File: src/rtl/keypad_entry.sv
// 4x4 active-low keypad scanner with debounce, feeding a 4-digit BCD entry word.
// Digits shift in from the right; B backspaces, C clears, '#' commits.
module keypad_entry #(
    parameter int unsigned SCAN_DIV = 1000,
    parameter int unsigned DEBOUNCE = 4
) (
    input  logic        clk,
    input  logic        rst,
    input  logic [3:0]  col_in,
    output logic [3:0]  row_out,
    output logic [15:0] value,
    output logic [2:0]  digit_cnt,
    output logic        full,
    output logic        key_valid,
    output logic [3:0]  key_code,
    output logic        commit
);

    localparam logic [15:0] DIV_LAST = 16'(SCAN_DIV - 1);
    localparam logic [3:0]  DB       = 4'(DEBOUNCE);
    localparam logic [3:0]  KEY_B    = 4'd7;
    localparam logic [3:0]  KEY_C    = 4'd11;
    localparam logic [3:0]  KEY_HASH = 4'd14;

    typedef enum logic [1:0] {
        SCAN,
        DEBOUNCE_ST,
        PRESSED
    } state_t;

    state_t      state_q;
    logic [3:0]  col_s1_q, col_s2_q;
    logic [3:0]  row_out_q;
    logic [1:0]  row_q;
    logic [15:0] div_q;
    logic [3:0]  match_q;
    logic [1:0]  cand_q;
    logic [15:0] value_q;
    logic [2:0]  digits_q;
    logic        key_valid_q;
    logic [3:0]  key_code_q;
    logic        commit_q;

    logic        sample_d;
    logic        any_low_d;
    logic [1:0]  low_col_d;
    logic        cand_ok_d;
    logic        accept_d;
    logic [3:0]  acc_code_d;
    logic        is_digit_d;
    logic [3:0]  digit_d;
    logic [15:0] value_d;
    logic [2:0]  digits_d;
    logic        commit_d;

    assign sample_d  = (div_q == DIV_LAST);
    assign cand_ok_d = any_low_d && (low_col_d == cand_q);

    always_comb begin
        low_col_d = '0;
        any_low_d = 1'b0;
        for (int unsigned i = 0; i < 4; i++) begin
            if (!any_low_d && !col_s2_q[i]) begin
                low_col_d = 2'(i);
                any_low_d = 1'b1;
            end
        end
    end

    // With DEBOUNCE == 1 the first detection in SCAN is itself the accepting sample.
    always_comb begin
        accept_d   = 1'b0;
        acc_code_d = {row_q, cand_q};
        if (sample_d) begin
            case (state_q)
                SCAN: begin
                    if (any_low_d && DB == 4'd1) begin
                        accept_d   = 1'b1;
                        acc_code_d = {row_q, low_col_d};
                    end
                end
                DEBOUNCE_ST: accept_d = cand_ok_d && (match_q + 4'd1 == DB);
                default:     accept_d = 1'b0;
            endcase
        end
    end

    always_comb begin
        is_digit_d = 1'b1;
        case (acc_code_d)
            4'd0:    digit_d = 4'd1;
            4'd1:    digit_d = 4'd2;
            4'd2:    digit_d = 4'd3;
            4'd4:    digit_d = 4'd4;
            4'd5:    digit_d = 4'd5;
            4'd6:    digit_d = 4'd6;
            4'd8:    digit_d = 4'd7;
            4'd9:    digit_d = 4'd8;
            4'd10:   digit_d = 4'd9;
            4'd13:   digit_d = 4'd0;
            default: begin
                digit_d    = 4'd0;
                is_digit_d = 1'b0;
            end
        endcase
    end

    always_comb begin
        value_d  = value_q;
        digits_d = digits_q;
        commit_d = 1'b0;
        if (is_digit_d) begin
            if (digits_q != 3'd4) begin
                value_d  = {value_q[11:0], digit_d};
                digits_d = digits_q + 3'd1;
            end
        end else if (acc_code_d == KEY_B) begin
            if (digits_q != 3'd0) begin
                value_d  = {4'h0, value_q[15:4]};
                digits_d = digits_q - 3'd1;
            end
        end else if (acc_code_d == KEY_C) begin
            value_d  = '0;
            digits_d = '0;
        end else if (acc_code_d == KEY_HASH) begin
            commit_d = 1'b1;
        end
    end

    always_ff @(posedge clk or posedge rst) begin
        if (rst) begin
            state_q     <= SCAN;
            col_s1_q    <= '1;
            col_s2_q    <= '1;
            row_out_q   <= 4'b1110;
            row_q       <= '0;
            div_q       <= '0;
            match_q     <= '0;
            cand_q      <= '0;
            value_q     <= '0;
            digits_q    <= '0;
            key_valid_q <= 1'b0;
            key_code_q  <= '0;
            commit_q    <= 1'b0;
        end else begin
            col_s1_q    <= col_in;
            col_s2_q    <= col_s1_q;
            key_valid_q <= 1'b0;
            commit_q    <= 1'b0;
            if (accept_d) begin
                key_valid_q <= 1'b1;
                key_code_q  <= acc_code_d;
                value_q     <= value_d;
                digits_q    <= digits_d;
                commit_q    <= commit_d;
            end
            if (!sample_d) begin
                div_q <= div_q + 16'd1;
            end else begin
                div_q <= '0;
                case (state_q)
                    SCAN: begin
                        if (!any_low_d) begin
                            row_q     <= row_q + 2'd1;
                            row_out_q <= {row_out_q[2:0], row_out_q[3]};
                        end else if (accept_d) begin
                            cand_q  <= low_col_d;
                            match_q <= '0;
                            state_q <= PRESSED;
                        end else begin
                            cand_q  <= low_col_d;
                            match_q <= 4'd1;
                            state_q <= DEBOUNCE_ST;
                        end
                    end
                    DEBOUNCE_ST: begin
                        if (!cand_ok_d) begin
                            state_q   <= SCAN;
                            row_q     <= '0;
                            row_out_q <= 4'b1110;
                        end else if (accept_d) begin
                            match_q <= '0;
                            state_q <= PRESSED;
                        end else begin
                            match_q <= match_q + 4'd1;
                        end
                    end
                    default: begin
                        if (any_low_d) begin
                            match_q <= '0;
                        end else if (match_q + 4'd1 == DB) begin
                            match_q   <= '0;
                            state_q   <= SCAN;
                            row_q     <= '0;
                            row_out_q <= 4'b1110;
                        end else begin
                            match_q <= match_q + 4'd1;
                        end
                    end
                endcase
            end
        end
    end

    assign row_out   = row_out_q;
    assign value     = value_q;
    assign digit_cnt = digits_q;
    assign full      = (digits_q == 3'd4);
    assign key_valid = key_valid_q;
    assign key_code  = key_code_q;
    assign commit    = commit_q;

endmodule

File: config.mk
export PLATFORM = sky130hd
export DESIGN_NAME = keypad_entry
export DESIGN_NICKNAME = d
export VERILOG_FILES = /design/src/rtl/keypad_entry.sv
export SDC_FILE = /design/constraint.sdc
export NUM_CORES = 1
export LEC_CHECK = 0
export ABC_AREA = 1
export BUFFER_PORTS_ARGS = -buffer_cell sky130_fd_sc_hd__buf_2
export CAP_MARGIN = 20
export CELL_PAD_IN_SITES_DETAIL_PLACEMENT = 0
export CELL_PAD_IN_SITES_GLOBAL_PLACEMENT = 1
export CORE_UTILIZATION = 39
export DETAILED_ROUTE_END_ITERATION = 10
export GPL_TIMING_DRIVEN = 0
export HOLD_SLACK_MARGIN = 0.02
export PLACE_DENSITY = 0.79
export SYNTH_ARGS = -nofsm -noshare
export SYNTH_HDL_FRONTEND = slang
export SYNTH_SLANG_ARGS = --single-unit
File: constraint.sdc
create_clock -name clk -period 1.9 [get_ports clk]
set_clock_uncertainty 0.1 [all_clocks]
set_input_delay 0.38 -clock clk [delete_from_list [all_inputs] [get_ports clk]]
set_output_delay 0.38 -clock clk [all_outputs]
set_load 0.02 [all_outputs]
# ---- Word level (Yosys, flattened, before mapping)
# Cells that the tools add are included.
dict set report word_totals {
  register_bits 63
  inputBits 6
}
dict set report classes {
  n_addsub 5
  eq_ne 27
  n_mux 50
  n_reduce_logical 22
}
# op count
set ops {}
lappend ops {{16-bit two-way mux} 6}
lappend ops {{4-bit two-way mux} 9}
lappend ops {{4-bit one-hot mux with 9 select lines} 1}
lappend ops {{4-bit equality test, second input constant} 6}
lappend ops {{4-bit by 3-bit equality test with 1-bit output, second input constant} 5}
lappend ops {{2-bit two-way mux} 10}
lappend ops {{16-bit by 1-bit adder with 16-bit output, second input constant} 1}
lappend ops {{16-bit by 10-bit equality test with 1-bit output, second input constant} 1}
lappend ops {{4-bit one-hot mux with 2 select lines} 2}
lappend ops {{1-bit two-way mux} 15}
lappend ops {{3-bit two-way mux} 5}
lappend ops {{3-bit nonzero test} 4}
lappend ops {{5-bit AND reduction} 2}
lappend ops {{10-bit OR reduction} 1}
lappend ops {{2-bit inequality test, second input constant} 4}
lappend ops {{2-bit one-hot mux with 2 select lines} 2}
lappend ops {{3-bit inequality test, second input constant} 2}
lappend ops {{3-bit AND reduction} 2}
lappend ops {{1-bit logical AND} 5}
lappend ops {{1-bit logical NOT} 5}
lappend ops {{4-bit by 1-bit adder with 4-bit output, second input constant} 1}
lappend ops {{4-bit by 1-bit equality test with 1-bit output, second input constant} 1}
lappend ops {{4-bit by 2-bit equality test with 1-bit output, second input constant} 1}
lappend ops {{4-bit logical NOT} 1}
lappend ops {{other kinds (11)} 12}

# ---- Longest topological paths before layout
# Gate-level depths: netlist of run 1.
dict set report depth {
  depth_word 17
  mapped_depth 14
  ltp_nobuf 13
}

# ---- Worst setup path before layout of run 1
# Ideal clock, no wire load.
dict set report synth_path {
  kind {register to register}
  startpoint {register match_q[0]}
  endpoint {register digits_q[2], in the netlist digit_cnt[2]}
  setup_time_ps 113
  arrival_ps 1726
  required_time_ps 1687
  setup_slack_ps -39
  path_stages_with_launch 13
  synth_period_minus_slack_ps 1939
  cell_sequence {dfrtp_1 > ha_1 > nand2_1 > nand2_1 > nor2_1 > nand2_1 > nor2_1 > nand3_1 > nor2_2 > buf_2 > nand3_1 > nand2_1 > inv_1}
}
dict set report synth_between {
  elab_chain_cells 6
}
# element line_no
set synth_lines {}
lappend synth_lines {{start: declaration} 36} ;# logic [3:0] match_q;
lappend synth_lines {{start signal: assignment} 185} ;# match_q <= match_q + 4'd1;
lappend synth_lines {{start signal: assignment} 197} ;# match_q <= match_q + 4'd1;
lappend synth_lines {{4-bit by 1-bit adder with 4-bit output} 82} ;# DEBOUNCE_ST: accept_d = cand_ok_d && (match_q + 4'd1 == DB);
lappend synth_lines {{4-bit by 3-bit equality test with 1-bit output} 82}
lappend synth_lines {{1-bit logical AND} 82}
lappend synth_lines {{1-bit two-way mux} 75} ;# case (state_q)
lappend synth_lines {{1-bit two-way mux} 74} ;# if (sample_d) begin
lappend synth_lines {{4-bit AND reduction (no line)} --}
lappend synth_lines {{end signal: assignment} 154} ;# digits_q <= digits_d;
lappend synth_lines {{end: declaration} 39} ;# logic [2:0] digits_q;
# Every way passes these cells.
# A chain may end at the register's enable or synchronous reset.

# ---- Worst setup path in the final report of run 1
dict set report layout_path {
  startpoint {register row_q[0]}
  endpoint {register value_q[15], in the netlist value[15]}
}
dict set report layout_between {
  elab_chain_cells 5
  elab_cells_between_ends 20
  classes_between {eq/ne (13); mux (3); reduce/logical (4)}
}
# element line_no
set layout_lines {}
lappend layout_lines {{start: declaration} 34} ;# logic [1:0] row_q;
lappend layout_lines {{start signal: assignment} 164} ;# row_q <= row_q + 2'd1;
lappend layout_lines {{4-bit equality test, or another cell as far along} 90} ;# case (acc_code_d)
lappend layout_lines {{10-bit OR reduction (no line)} --}
lappend layout_lines {{1-bit two-way mux} 90}
lappend layout_lines {{3-bit by 2-bit inequality test with 1-bit output (no line), or another cell as far along} --}
lappend layout_lines {{4-bit AND reduction (no line)} --}
lappend layout_lines {{end signal: assignment} 153} ;# value_q <= value_d;
lappend layout_lines {{end: declaration} 38} ;# logic [15:0] value_q;
# Parallel ways exist; a longest one is shown, timed or not.

==> impl_metrics.tcl, run 1 <==
set metrics [dict create \
    run_status "complete, but fails checks" \
    violations "setup timing" \
    clk_latency_ns 0.35 \
    whs_endpoint "col_s2_q[0]" \
    drcViolationCount 0 \
    endpoint_kind "register" \
    cp_data_required_time_ns 2.04 \
    diodes 0 \
    gp_congestion 0.7497 \
    grt_pass1_wl_um 13540 \
    max_stage_delay_ns 0.40 \
    reg2reg_to "value[15]" \
    critical_path_buf_inv_count 2 \
    period_share 1.077 \
    grtUsageTotal 0.1946 \
    timing.final.hold_violations 0 \
    start_util 0.4072 \
    slew_headroom 0.6465 \
    clock-root-buffer "clkbuf_8" \
    synthDistinctLibCells 34 \
    drive_gt1_frac 0.3694 \
    grt_max_degree 43 \
    grt_overflow 0 \
    setup_viol 19 \
    final_max_slew_viol_count 0 \
    yosysWarnings 0 \
    die_x_um 95.09 \
    vias_per_cell 4.827 \
    rr_worst_depth 11 \
    stdcell_count 641 \
    area_growth_pct 39.47 \
    die_area_um2 9041 \
    core-area_um2 8299 \
    yosys_register_bits 63 \
    numCtsBuffers 9 \
    syn_area_um2 3379 \
    rsz0062_at_grt "yes" \
    final_util 0.5679 \
    nets 548 \
    dpl.cell_count 582 \
    most-common-layout-cells "nand2_1, inv_1, dfrtp_1" \
    io_buffers 35 \
    timing.rr.start "row_q[0]" \
    firstDrtPassIters 4 \
    clk_pin_slew_ns 0.07 \
    fin_setup_tns_ns -2.408 \
    worstPathArrival_ns 2.19 \
    avgSynthCellArea_um2 7.663 \
    r2r_setup_slack_ns -0.15 \
    min_path_cells 0 \
    stdcell_area_um2 4713 \
    h-tree-depth 3 \
    seq_area_frac_synth 0.4706 \
    ant_nets 0 \
    p_per_area_nw_per_um2 604.5 \
    cp_top_family "simple AND/OR/NAND/NOR gates" \
    wl_um 8586 \
    power_mw 2.849 \
    wire_per_inst_um 13.39 \
    drv_cap 0 \
    grt_pass1_vias 2846 \
    fp-row-count 33 \
    tightest_slew_ns 0.5291 \
    ios 36 \
    syn-num-nets 458 \
    fp.dieH_um 95.09 \
    critPathMaxFanout 5 \
    fin_ws_ns -0.1471 \
    clock-sinks 63 \
    vdd_drop_max_uv 408.4 \
    critPathSlowestCell "dfrtp_1" \
    max_freq_mhz 488.5 \
    fill_cells 767 \
    num_vias 3094 \
    criticalPathCategory "reg -> reg" \
    clockBufferDepth 2 \
    period_minus_slack_ns 2.047 \
    holdCritStartpoint "col_s1_q[0]" \
    startpoint "row_q[0]" \
    synthCells 441 \
    drt-initial-drc-count 91 \
    final_common_cell "nand2_1" \
    dpl-instance-area_um2 3717 \
    p_leak_nw 2.514 \
    place_ws_ns -0.3502 \
    hp-class "reg -> reg" \
    antenna_found_initial 0 \
    worstPathCellList "inv_2, ha_4, nand2_2, nor2_4, nor2_4, nand2_4, a21boi_4, nand3_4, buf_8, nand2_2, o21ai_1" \
    startpoint_type "register" \
    holdWs_ns 0.2539 \
    place_hpwl_um 5167 \
    cts_tree "done" \
]
## flip-flops by register name, summed over array words and instances (netlist names)
name and count:
key_code 4, key_valid 1, cand_q 2, commit 1, div_q 16, digit_cnt 3, col_s2_q 4, col_s1_q 4
row_q 2, state_q 2, match_q 4, value 16, row_out 4
## kinds of logic (layout without fill, tap and decap cells)
group           count (synthesis)  in the layout  share of synthesized area
compound gates                 52             52                    0.09404
buf+inv                        88            182                     0.1033
simple gates                  223            224                     0.2810
xor+xnor                        4              4                    0.01037
fa+ha+maj                      11             11                    0.04073
flops                          63             63                     0.4706
## routing by layer
layer / vias to the layer above / track usage / share of wire
met5: - / 0 / 0
met4: 0 / 0.07955 / 0.020
met3: 16 / 0.03349 / 0.028
met2: 48 / 0.3202 / 0.50
met1: 1472 / 0.2523 / 0.45
li1: 1558 / - / -
## cell usage after synthesis (all sizes together)
master | count | area share
clkbuf | 3 | 0.0033
a211oi | 1 | 0.0022
nand3b | 1 | 0.0022
nor3 | 5 | 0.0074
a221oi | 1 | 0.0026
a21oi | 17 | 0.025
nand2 | 124 | 0.14
xnor2 | 2 | 0.0052
or2 | 1 | 0.0019
nand4 | 6 | 0.011
nor4 | 1 | 0.0019
buf | 6 | 0.012
ha | 11 | 0.041
xor2 | 2 | 0.0052
o21ai | 25 | 0.043
a21boi | 5 | 0.014
nand3 | 36 | 0.057
o31ai | 1 | 0.0022
inv | 79 | 0.088
nor2 | 49 | 0.060
o21a | 1 | 0.0022
dfrtp | 52 | 0.39
dfstp | 11 | 0.086
o221ai | 1 | 0.0026
## how the worst max path moves through the flow
stage | depth (start not counted) | end
2_1_floorplan | 11 | value[12]
4_1_cts | 12 | value[7]
3_5_place_dp | 12 | digit_cnt[2]
6_report | 11 | value[15]
5_1_grt | 11 | digit_cnt[1]
3_3_place_gp | 12 | value[6]
## repair_timing
item,4_1_cts,5_1_grt
buffers inserted,28,10
pin swaps,9,21
hold endpoints to repair,23,2
hold buffers,3,2
cloned,2,1
setup endpoints to repair,34,41
resized for setup,45,79
## report_power, final
part	leakage [nW]	internal (mW)	switching, mW
sequential	0.819	1.36	0.00331
clock	0.120	0.869	0.555
combinational	1.58	0.0215	0.0432
total	2.51	2.25	0.602
## cell type report
class | instances | area, µm² | area share
clock buffer | 10 | 127.6 | 0.02708
inverter | 79 | 305.3 | 0.06477
sequential | 63 | 1597 | 0.3387
buffer | 7 | 75.07 | 0.01593
tap | 105 | 131.4 | 0.02787
timing repair buffer | 80 | 588.1 | 0.1248
multi-input combinational | 291 | 1780 | 0.3778
clock inverter | 6 | 108.9 | 0.02310
Power figures use the tool's default switching activity.
==> inputs of run 2 (changes only) <==
CELL_PAD_IN_SITES_DETAIL_PLACEMENT = unset   (was 0)
CELL_PAD_IN_SITES_GLOBAL_PLACEMENT = unset   (was 1)
CORE_MARGIN = 2   (was unset)
CORE_UTILIZATION = 48   (was 39)
PLACE_DENSITY = 0.73   (was 0.79)
==> run 2 against run 1 <==
Against the previous run: the run still ends with setup timing left; combinational power down 3%; first-iteration DRC count up 77%; sequential power about the same; design area down 0.85%; flip-flop and latch count unchanged; global-route usage up 2.7 points; core utilization up 12 points; clock power down 15%; sequential share of layout area up 0.24 points; clock-buffer cell count up 2; non-clock buffer count up 5; total power down 7.6%; critical endpoint is now value[10].
==> impl_metrics.tcl, run 2 (synthesis results as in run 1) <==
set metrics [dict create \
    grt_overflow 0 \
    cp_data_required_time_ns 2.05 \
    drt-initial-drc-count 161 \
    violations "setup timing" \
    max_stage_delay_ns 0.44 \
    critPathMaxFanout 5 \
    grt_max_degree 36 \
    drcViolationCount 0 \
    clk_latency_ns 0.35 \
    diodes 0 \
    timing.final.hold_violations 0 \
    firstDrtPassIters 4 \
    place_hpwl_um 5015 \
    dr_wl_met2_um 4475 \
    cts_tree "done" \
    met3WireLength_um 440 \
    grt_pass1_vias 3102 \
    stdcell_count 636 \
    place_ws_ns -0.3087 \
    holdWs_ns 0.01934 \
    worstPathCellList "inv_2, ha_4, nand2_4, nand3_4, nor2_4, nand2_4, buf_4, a21boi_0, nand3_1, nand2_2, inv_2" \
    clockBufferDepth 2 \
    numCtsBuffers 9 \
    critical_path_buf_inv_count 3 \
    cp_top_family "simple AND/OR/NAND/NOR gates" \
    final_max_slew_viol_count 0 \
    dpl-instance-area_um2 3706 \
    rr_worst_depth 11 \
    slew_headroom 0.5572 \
    stdcell_area_um2 4673 \
    startpoint_type "register" \
    grtUsageTotal 0.2220 \
    period_minus_slack_ns 2.050 \
    setup_viol 20 \
    crit_cells 11 \
    ant_nets 0 \
    endpoint_kind "register" \
    gp_congestion 0.8690 \
    h-tree-depth 3 \
    drive_gt1_frac 0.3778 \
    io_buffers 35 \
    fp.dieH_um 87.91 \
    most-common-layout-cells "nand2_1, inv_1, dfrtp_1" \
    p_leak_nw 2.480 \
    worstPathArrival_ns 2.20 \
    wire_per_inst_um 13.86 \
    fin_ws_ns -0.1501 \
    dpl.cell_count 573 \
    grt_pass1_wl_um 13510 \
    die_area_um2 7728 \
    critPathSlowestCell "dfrtp_1" \
    fill_cells 516 \
    fp-row-count 30 \
    tightest_slew_ns 0.6628 \
    hp-class "in -> async" \
    run_status "complete, but fails checks" \
    vias_per_cell 5.099 \
    vdd_drop_max_uv 389.2 \
    p_per_area_nw_per_um2 563.1 \
    clk_pin_slew_ns 0.07 \
    drv_cap 0 \
    die_x_um 87.91 \
    nets 552 \
    ios 36 \
    area_growth_pct 38.28 \
    final_common_cell "nand2_1" \
    rsz0062_at_grt "yes" \
    max_freq_mhz 487.8 \
    wl_um 8817 \
    clock-sinks 63 \
    period_share 1.079 \
    top_layer "met4" \
    start_util 0.4974 \
    core-area_um2 6794 \
    antenna_found_initial 0 \
    criticalPathCategory "reg -> reg" \
    met1_length_um 3679 \
    clock-root-buffer "clkbuf_8" \
    num_vias 3243 \
]
## run 2: changes by cell type in the layout (fill, tap and decap cells not counted), sizes merged
| cell | change |
|---|---|
| buf | +6 |
| clkbuf | +3 |
| bufinv | -2 |
| dlygate4sd3 | -2 |
| clkinvlp | +1 |
| inv | -1 |
| nand2 | -1 |
## run 2: worst reg2reg max path: cells and delay by family (launching register included)
kind | cells | cell delay (ns)
adders and majority gates | 1 | 0.18
DFF | 1 | 0.44
and+or+nand+nor | 6 | 0.65
AOI/OAI and AO/OA | 1 | 0.29
buffers and inverters | 3 | 0.30
## run 2: worst paths after layout
kind / slack, ns / start / endpoint
worst max-delay path: -0.15 / row_q[1] / value[10]
worst min-delay path: 0.02 / rst / value[14]
worst max register to register: -0.15 / row_q[1] / value[10]
worst min register to register: 0.25 / col_s1_q[0] / col_s2_q[0]
max in group asynchronous: 1.02 / rst / col_s2_q[2]
min in group clk: 0.04 / col_in[1] / col_s1_q[1]
## run 2: through the flow
step / TNS [ns] / util / total power, mW
2_1_floorplan: 0 / - / 1.416
3_3_place_gp: -5.914 / 0.5425 / 1.432
3_5_place_dp: -6.947 / 0.5455 / 1.438
4_1_cts: -1.539 / 0.6366 / 2.649
5_1_grt: -5.778 / 0.6878 / 2.730
6_report: -2.176 / 0.6878 / 2.632
## run 2: what timing repair did
action / 4_1_cts / 5_1_grt
hold buffers: 3 / 0
gates cloned: 3 / 1
endpoints found under the setup margin: 34 / 40
pin swaps: 11 / 20
resized for setup: 41 / 85
hold endpoints to repair: 3 / 0
buffers inserted: 29 / 12
## run 2: area by class of cell
type / count / area [µm²] / share of cell area
inverters: 79 / 304.0 / 0.06506
plain buffers: 9 / 86.33 / 0.01847
flip-flops and latches: 63 / 1594 / 0.3411
well taps: 96 / 120.1 / 0.02570
repair buffers: 83 / 619.3 / 0.1325
clock buffers: 12 / 155.1 / 0.03320
multi-input cells: 290 / 1749 / 0.3743
clock inverters: 4 / 45.04 / 0.009639
## run 2: report_power, final
| part | switching [mW] | internal [mW] |
|---|---|---|
| clock network | 0.536 | 0.672 |
| registers | 0.00386 | 1.36 |
| logic | 0.0441 | 0.0188 |
## run 2: per-layer routing
metal / vias to the layer above / GRT usage
met1: 1548 / 0.2728
li1: 1564 / -
met5: - / 0
met2: 104 / 0.3795
met3: 27 / 0.05749
met4: 0 / 0.07552
==> inputs of run 3 (changes only) <==
PLACE_DENSITY = 0.7   (was 0.73)
clock period = 2.4 ns   (was 1.9 ns; I/O delays follow)
==> run 3 against run 2 <==
Against the previous run: the flow now finishes without violations; clock power fell by 17%; register-to-register slack improved by 0.37 ns; sequential share of layout area rose by 6.2 points; total power fell by 19%; flip-flop and latch count did not move; final cell count fell by 6.9%; combinational power fell by 37%; critical endpoint is now value[5].
==> impl_metrics.tcl, run 3 (synthesis results as in run 1) <==
set metrics [dict create \
    pwr-share-comb 0.019 \
    clk_latency_ns 0.34 \
    startpoint "row_q[1]" \
    slew_headroom 0.5874 \
    fin_ws_ns 0.2198 \
    rr_worst_depth 12 \
    clock-sinks 63 \
    gp_congestion 0.8601 \
    dpl.cell_count 573 \
    area_growth_pct 16.96 \
    ios 36 \
    cts_tree "done" \
    p_per_area_nw_per_um2 537.5 \
    cts_hold_buf 0 \
    tightest_slew_ns 0.6181 \
    power_frac_clock 0.474 \
    grt_max_degree 37 \
    p_int_mw 1.695 \
    grtUsageTotal 0.1992 \
    drt-initial-drc-count 106 \
    core-area_um2 6794 \
    endpoint_kind "register" \
    cp_data_required_time_ns 2.54 \
    max_stage_delay_ns 0.42 \
    criticalPathCategory "reg -> reg" \
    final_common_cell "nand2_1" \
    switching_share 0.2021 \
    die_area_um2 7728 \
    io_buffers 35 \
    crit_top_cell "inv_1" \
    start_util 0.4974 \
    die_x_um 87.91 \
    power_mw 2.124 \
    final_max_slew_viol_count 0 \
    wl_um 6848 \
    run_status "completed" \
    period_share 0.9084 \
    max_freq_mhz 458.7 \
    firstDrtPassIters 5 \
    stdcell_count 592 \
    worstPathArrival_ns 2.32 \
    numCtsBuffers 9 \
    timing.final.hold_violations 0 \
    startpoint_type "register" \
    setup_viol 0 \
    clock-root-buffer "clkbuf_8" \
    wire_per_inst_um 11.57 \
    antenna_found_initial 0 \
    rsz0062_at_grt "no" \
    hp-class "in -> async" \
    fp-row-count 30 \
    diodes 0 \
    place_ws_ns 0.02230 \
    critical_path_buf_inv_count 5 \
    grt_pass1_wl_um 12050 \
    cp_top_family "simple AND/OR/NAND/NOR gates" \
    r2r_setup_slack_ns 0.22 \
    place_hpwl_um 5072 \
    p_leak_nw 2.229 \
    crit_cells 12 \
    critPathMaxFanout 10 \
    vias_per_cell 4.777 \
    fp.dieH_um 87.91 \
    drv_cap 0 \
    clk_pin_slew_ns 0.07 \
    grt_overflow 0 \
    drive_gt1_frac 0.1875 \
    most-common-layout-cells "nand2_1, inv_1, dfrtp_1" \
    vdd_drop_max_uv 369.4 \
    seqPwrFrac 0.507 \
    num_vias 2828 \
    ant_nets 0 \
    holdWs_ns 0.1166 \
    nets 508 \
    drcViolationCount 0 \
    worstPathCellList "inv_1, ha_1, inv_1, nor2_4, inv_2, nand3_1, nor2_1, nor2_4, buf_4, nand3_1, nand2_1, inv_1" \
    critPathSlowestCell "dfrtp_1" \
    clockBufferDepth 2 \
    reg2reg_to "value[5]" \
    grt_pass1_vias 2715 \
    period_minus_slack_ns 2.180 \
    p_sw_mw 0.4293 \
    h-tree-depth 3 \
    timing.rr.start "row_q[1]" \
]
==> run 3: changes by cell type in the layout (fill, tap and decap cells not counted), moves of 6 or more <==
cell and delta:
buf_4 -31, buf_6 -13, ha_1 +8, ha_4 -6, inv_1 +7, nand2_1 +31
nand2_2 -26, nor2_1 +13, nor2_4 -8
==> run 3: layout make-up <==
cell class | count | area [µm²]
plain buffers | 9 | 58.81
clock buffers | 12 | 145.1
clock inverters | 4 | 70.07
fillers | 622 | 2841
inverters | 79 | 296.5
multi-input cells | 290 | 1453
flip-flops and latches | 63 | 1592
well taps | 96 | 120.1
repair buffers | 39 | 217.7
==> run 3: worst max-delay path by stage <==
stage / to / slack, ns
2_1_floorplan: cand_q[0] / 0.27
3_3_place_gp: row_out[0] / -0.55
3_5_place_dp: value[5] / 0.02
4_1_cts: value[5] / 0.02
5_1_grt: digit_cnt[2] / 0.0007
6_report: value[5] / 0.22
==> run 3: power by group through the flow <==
stage	clock, mW	sequential, mW	combinational (mW)
after floorplan	0	1.10	0.0252
after global placement	0	1.10	0.0366
after detailed placement	0	1.10	0.0417
after CTS	1.04	1.08	0.0418
after global routing	1.09	1.08	0.0479
final	1.01	1.08	0.0396
==> run 3: what timing repair did <==
action                                 in CTS  in global routing
buffers inserted                            0                  3
setup endpoints to repair                   0                 15
endpoints found under the hold margin       0                  0
resized for setup                           0                  8
==> run 3: worst register-to-register path, stage by stage (launching register included) <==
cell and delay (ns):
dfrtp_1 0.42, inv_1 0.11, ha_1 0.17, inv_1 0.09, nor2_4 0.27, inv_2 0.15
nand3_1 0.16, nor2_1 0.08, nor2_4 0.15, buf_4 0.19, nand3_1 0.09, nand2_1 0.07
inv_1 0.04
==> run 3: routing by layer <==
metal  part of all wire  vias up  track usage  routed length (µm)
met5                  0        -            0                   0
met2               0.46       51       0.3271                3174
met4              0.018        0      0.08252                 126
met3              0.031       11      0.04053                 210
met1               0.49     1298       0.2575                3337
li1                   -     1468            -                   -
==> run 3: per-stage QoR <==
step,setup TNS (ns),util,instance area (µm²)
6_report,0,0.5818,3953
5_1_grt,0,0.5818,3953
4_1_cts,0,0.5755,3910
3_5_place_dp,0,0.5438,3695
3_3_place_gp,-28.33,0.5409,3675
2_1_floorplan,0,-,3379
